--- config.mk ---
export PLATFORM = sky130hd
export DESIGN_NAME = add_sub_serial
export DESIGN_NICKNAME = d
export VERILOG_FILES = /design/src/rtl/add_sub_serial.sv
export SDC_FILE = /design/constraint.sdc
export NUM_CORES = 1
export LEC_CHECK = 0
export CORE_UTILIZATION = 55
export CTS_CLUSTER_DIAMETER = 80
export CTS_CLUSTER_SIZE = 16
export DETAILED_ROUTE_END_ITERATION = 7
export GPL_ROUTABILITY_DRIVEN = 0
export PLACE_DENSITY = 0.85
export REMOVE_ABC_BUFFERS = 1
export SYNTH_ARGS = -nofsm -noshare
export SYNTH_HDL_FRONTEND = slang
export SYNTH_SLANG_ARGS = --single-unit
--- constraint.sdc ---
create_clock -name clk -period 6.6 [get_ports clk]
set_input_delay 1.32 -clock clk [delete_from_list [all_inputs] [get_ports clk]]
set_output_delay 1.32 -clock clk [all_outputs]
set_load 0.005 [all_outputs]
--- src/rtl/add_sub_serial.sv ---
// Digit-serial two's-complement add/sub, DIGIT bits/cycle; ADDSUB_SAT_EN clamps signed overflow.
// Latency NDIG cycles from accept; result held in DONE until out_ready, no accept in the result-handshake cycle.
module add_sub_serial #(
    parameter int WIDTH = 16,
    parameter int DIGIT = 4
) (
    input  logic             clk,
    input  logic             rst_n,
    input  logic             in_valid,
    output logic             in_ready,
    input  logic [WIDTH-1:0] a,
    input  logic [WIDTH-1:0] b,
    input  logic             m,
    output logic             out_valid,
    input  logic             out_ready,
    output logic [WIDTH-1:0] sum,
    output logic             carry,
    output logic             v
);
    localparam int NDIG = WIDTH / DIGIT;
    localparam int CW   = (NDIG > 1) ? $clog2(NDIG) : 1;
    localparam logic [CW-1:0]    LAST  = CW'(NDIG - 1);
    localparam logic [WIDTH-1:0] DMASK = WIDTH'({DIGIT{1'b1}});

    generate
        if (WIDTH < 2 || DIGIT < 1 || (WIDTH % DIGIT) != 0) begin : g_bad_param
            $error("add_sub_serial: WIDTH must be >= 2 and an exact multiple of DIGIT");
        end
    endgenerate

    typedef enum logic [1:0] {IDLE, BUSY, DONE} state_t;

    state_t           state_q;
    logic [WIDTH-1:0] a_q, b_q, sum_q, sum_d;
    logic [CW-1:0]    cnt_q;
    logic             c_q, carry_q, v_q, in_ready_q, out_valid_q;

    logic [DIGIT-1:0] a_sl, b_sl;
    logic [DIGIT:0]   dres;
    logic             dv;
    int               sh;

    // One digit slice per cycle; carry into the slice MSB is recovered as a^b^s of that bit.
    always_comb begin
        sh    = DIGIT * int'(cnt_q);
        a_sl  = DIGIT'(a_q >> sh);
        b_sl  = DIGIT'(b_q >> sh);
        dres  = {1'b0, a_sl} + {1'b0, b_sl} + {{DIGIT{1'b0}}, c_q};
        dv    = a_sl[DIGIT-1] ^ b_sl[DIGIT-1] ^ dres[DIGIT-1] ^ dres[DIGIT];
        sum_d = (sum_q & ~(DMASK << sh)) | (WIDTH'(dres[DIGIT-1:0]) << sh);
`ifdef ADDSUB_SAT_EN
        if (cnt_q == LAST && dv) begin
            sum_d = {a_q[WIDTH-1], {(WIDTH-1){~a_q[WIDTH-1]}}};
        end
`endif
    end

    always_ff @(posedge clk or negedge rst_n) begin
        if (!rst_n) begin
            state_q     <= IDLE;
            a_q         <= '0;
            b_q         <= '0;
            sum_q       <= '0;
            cnt_q       <= '0;
            c_q         <= 1'b0;
            carry_q     <= 1'b0;
            v_q         <= 1'b0;
            in_ready_q  <= 1'b1;
            out_valid_q <= 1'b0;
        end else begin
            case (state_q)
                IDLE: begin
                    if (in_valid) begin
                        a_q        <= a;
                        b_q        <= b ^ {WIDTH{m}};
                        c_q        <= m;
                        cnt_q      <= '0;
                        in_ready_q <= 1'b0;
                        state_q    <= BUSY;
                    end
                end
                BUSY: begin
                    sum_q <= sum_d;
                    c_q   <= dres[DIGIT];
                    if (cnt_q == LAST) begin
                        carry_q     <= dres[DIGIT];
                        v_q         <= dv;
                        out_valid_q <= 1'b1;
                        state_q     <= DONE;
                    end else begin
                        cnt_q <= cnt_q + 1'b1;
                    end
                end
                DONE: begin
                    if (out_ready) begin
                        out_valid_q <= 1'b0;
                        in_ready_q  <= 1'b1;
                        state_q     <= IDLE;
                    end
                end
                default: begin
                    state_q     <= IDLE;
                    in_ready_q  <= 1'b1;
                    out_valid_q <= 1'b0;
                end
            endcase
        end
    end

    assign in_ready  = in_ready_q;
    assign out_valid = out_valid_q;
    assign sum       = sum_q;
    assign carry     = carry_q;
    assign v         = v_q;
endmodule

==> impl_results.md <==
- First-pass GRT wire length: 8866 um
- Setup TNS: 0 ns
- P_sw: 745.7 uW
- Mapped Avg Cell Area: 13.24 um2
- Peak supply drop: 326.7 uV
- Max-cap viol count: 0
- Largest family of logic cells by synthesized area: multiplexers
- Final setup viols: 0
- Global route overflow: 0
- Drt total wl: 5270 um
- Remaining antenna violation count: 0
- Period utilization: 0.4791
- Clock Power Share: 0.157
- Crit path max fanout: 14
- Initial core utilization: 0.5766
- Yosys reg bits: 57
- CTS HTree Levels: 3
- Via total after detailed routing: 1821
- Starting DRC count in detailed routing: 152
- PwrDens: 569.4 nW/um2
- Leading area contributor after synthesis: dfrtp_1
- CTS resizes: 0
- CP Class: flop to flop
- Post-synthesis mux area share: 0.1575
- Synthesis warning total: 0
- Via/cell ratio: 5.388
- Worst slack, placed: 3.440 ns
- Hold buffer count at CTS: 0
- Xor/xnor share of the synthesized area: 0.06070
- Combinational share of power: 0.509
- CP arrival: 3.37 ns
- Flop pwr share: 0.334
- CTS tree: done
- Clk sink count: 57
- Antenna violations before repair: 0
- Post-synthesis compound-gate area fraction: 0.1082
- Clock transition at path regs: 0.06 ns
- Synth top area share: 0.5112
- Mapped Cells: 207
- Worst-Skew Late Latency: 0.34 ns
- HP Class: flop to flop
- Fin. max-slew vios: 0
- Total leakage power: 1.503 nW
- Setup bufs post-CTS: 0
- Die width: 72.60 um
- Critical Path RT: 6.81 ns
- Core area: 4755 um2
- Unique masters post-synth: 26
- TritonCTS buffer count: 9
- GRT Overall Usage: 0.2365
- Die Y: 72.60 um
- Worst Skew: 0.007041 ns
- Clk buf depth: 2
- Worst Setup End Kind: flop
- Drt drc: 0
- Ports: 57
- Post-synthesis sequential area ratio: 0.5208
- Slew Limit Headroom: 0.4044
- RSZ-0062 raised after global routing: false
- Std-Cell Rows: 25
- Upper clock frequency limit: 0.3163 GHz
- Area Growth Syn to Fin: 28.07%
- Die area: 5271 um2
- PnR worst setup slack: 3.438 ns
- Area after DPL: 3318 um2
- Area contributors post-synth: dfrtp_1 (51%), mux2_4 (8.8%), mux4_2 (6.6%)
- Fin area: 3511 um2
- Vias in the first global route: 1867
- Status: completed
- Root Buffer: clkbuf_8
- Hpwl dp: 3621 um
- Share of cells above drive strength 1: 0.1882
- Nets: 312
- CP Launch Type: flop
- Worst Hold Margin: 0.5011 ns
- WL per Instance: 15.59 um
- Post-Synth Adder-Cell Area: 0.04655
- Port bufs: 56
- DR pass1 iterations: 4
- Slew @ Worst Pin: 0.8906 ns
- Sw Share: 0.3730
- P_int: 1.253 mW
- Post-Synth Simple-Gate Area: 0.07394
- Final-report hold violation count: 0
- Pwr Total: 1.999 mW
- Largest net degree at the start of global routing: 58
- # diodes: 0
- Mapped Area: 2741 um2
- Fin crit period: 3.162 ns
## cell usage after synthesis
library cell  count
o21ai_0           3
ha_1              7
mux2_2            1
xnor2_1          18
nor3_1            2
dfstp_2           1
a22o_1           17
fa_1              2
xor2_1            1
a21o_1            2
dfrtp_1          56
mux4_2            8
nor2_4            1
buf_2             5
buf_4             1
buf_6             4
a21oi_1          20
mux2_4           16
a21oi_2           1
nor2_1           22
inv_1             3
nand2_1           9
nor3_2            3
and2b_1           1
o32ai_1           1
nand2b_4          2
## stage by stage
stage                     utilization  std cells
after global routing           0.7384        338
after floorplan                     -        197
after CTS                      0.7384        338
after global placement         0.6979        322
after detailed placement       0.6979        322
final                          0.7384        338
## critical path, stage by stage, from the launching register on
cell     delay, ns
dfrtp_1       0.83
mux4_2        0.62
fa_1          0.45
fa_1          0.43
a21o_1        0.20
a21oi_1       0.25
xnor2_1       0.16
o21ai_0       0.10
## placed cells by master, fill, tap and decap left out, types with 3 or more instances in the layout
cell	n
xnor2_1	18
clkdlybuf4s50_1	55
mux2_4	16
a21oi_1	20
ha_1	7
nor3_2	3
o21ai_0	3
nand2_1	9
clkbuf_8	13
inv_1	3
dfrtp_1	56
mux4_2	8
a22o_1	17
nor2_1	22
## state kept, by name, indices dropped and copies added (netlist names)
signal / count
state_q: 2
carry: 1
out_valid: 1
sum: 16
v: 1
in_ready: 1
a_q: 16
b_q: 16
cnt_q: 2
c_q: 1
## path summary, 6_finish.rpt
check,end,slack (ns),depth (start not counted),from
min reg2reg,sum[6]$_DFFE_PN0P_,0.50,1,sum[6]$_DFFE_PN0P_
max,v$_DFFE_PN0P_,3.44,7,cnt_q[0]$_DFFE_PN0P_
min in group asynchronous,b_q[2]$_DFFE_PN0P_,1.11,2,rst_n
max in group asynchronous,a_q[8]$_DFFE_PN0P_,5.03,2,rst_n
min,sum[6]$_DFFE_PN0P_,0.50,1,sum[6]$_DFFE_PN0P_
max reg2reg,v$_DFFE_PN0P_,3.44,7,cnt_q[0]$_DFFE_PN0P_
## cells by family after synthesis
logic type | after synthesis
adders and majority gates | 9
muxes | 25
AOI/OAI and AO/OA | 44
buffers and inverters | 13
xor gates and xnor gates | 19
DFF | 57
and+or+nand+nor | 40
## per-layer routing
layer / share of wire / wire [um] / vias up / global-route usage
met5: 0 / 0 / - / 0
met4: 0.019 / 102 / 0 / 0.09150
met3: 0.054 / 286 / 11 / 0.08702
met2: 0.48 / 2537 / 56 / 0.3738
met1: 0.44 / 2344 / 904 / 0.2987
li1: - / - / 850 / -
## power by group through the flow
stage               clock, mW  sequential, mW  combinational (mW)
floorplan                   0           0.635               0.698
detailed placement          0           0.671                1.00
global placement            0           0.662               0.970
finish                  0.313           0.668                1.02
global route            0.337           0.692                1.11
CTS                     0.316           0.669                1.02
## final cells by class
type,count,area (um2)
Fill cell,344,1244
Multi-Input combinational cell,137,1225
Timing Repair Buffer,58,570.5
Sequential cell,57,1428
Clock inverter,2,10.01
Tap cell,67,83.83
Inverter,3,11.26
Clock buffer,14,182.7
No activity file was read; power rests on OpenSTA's default activity.
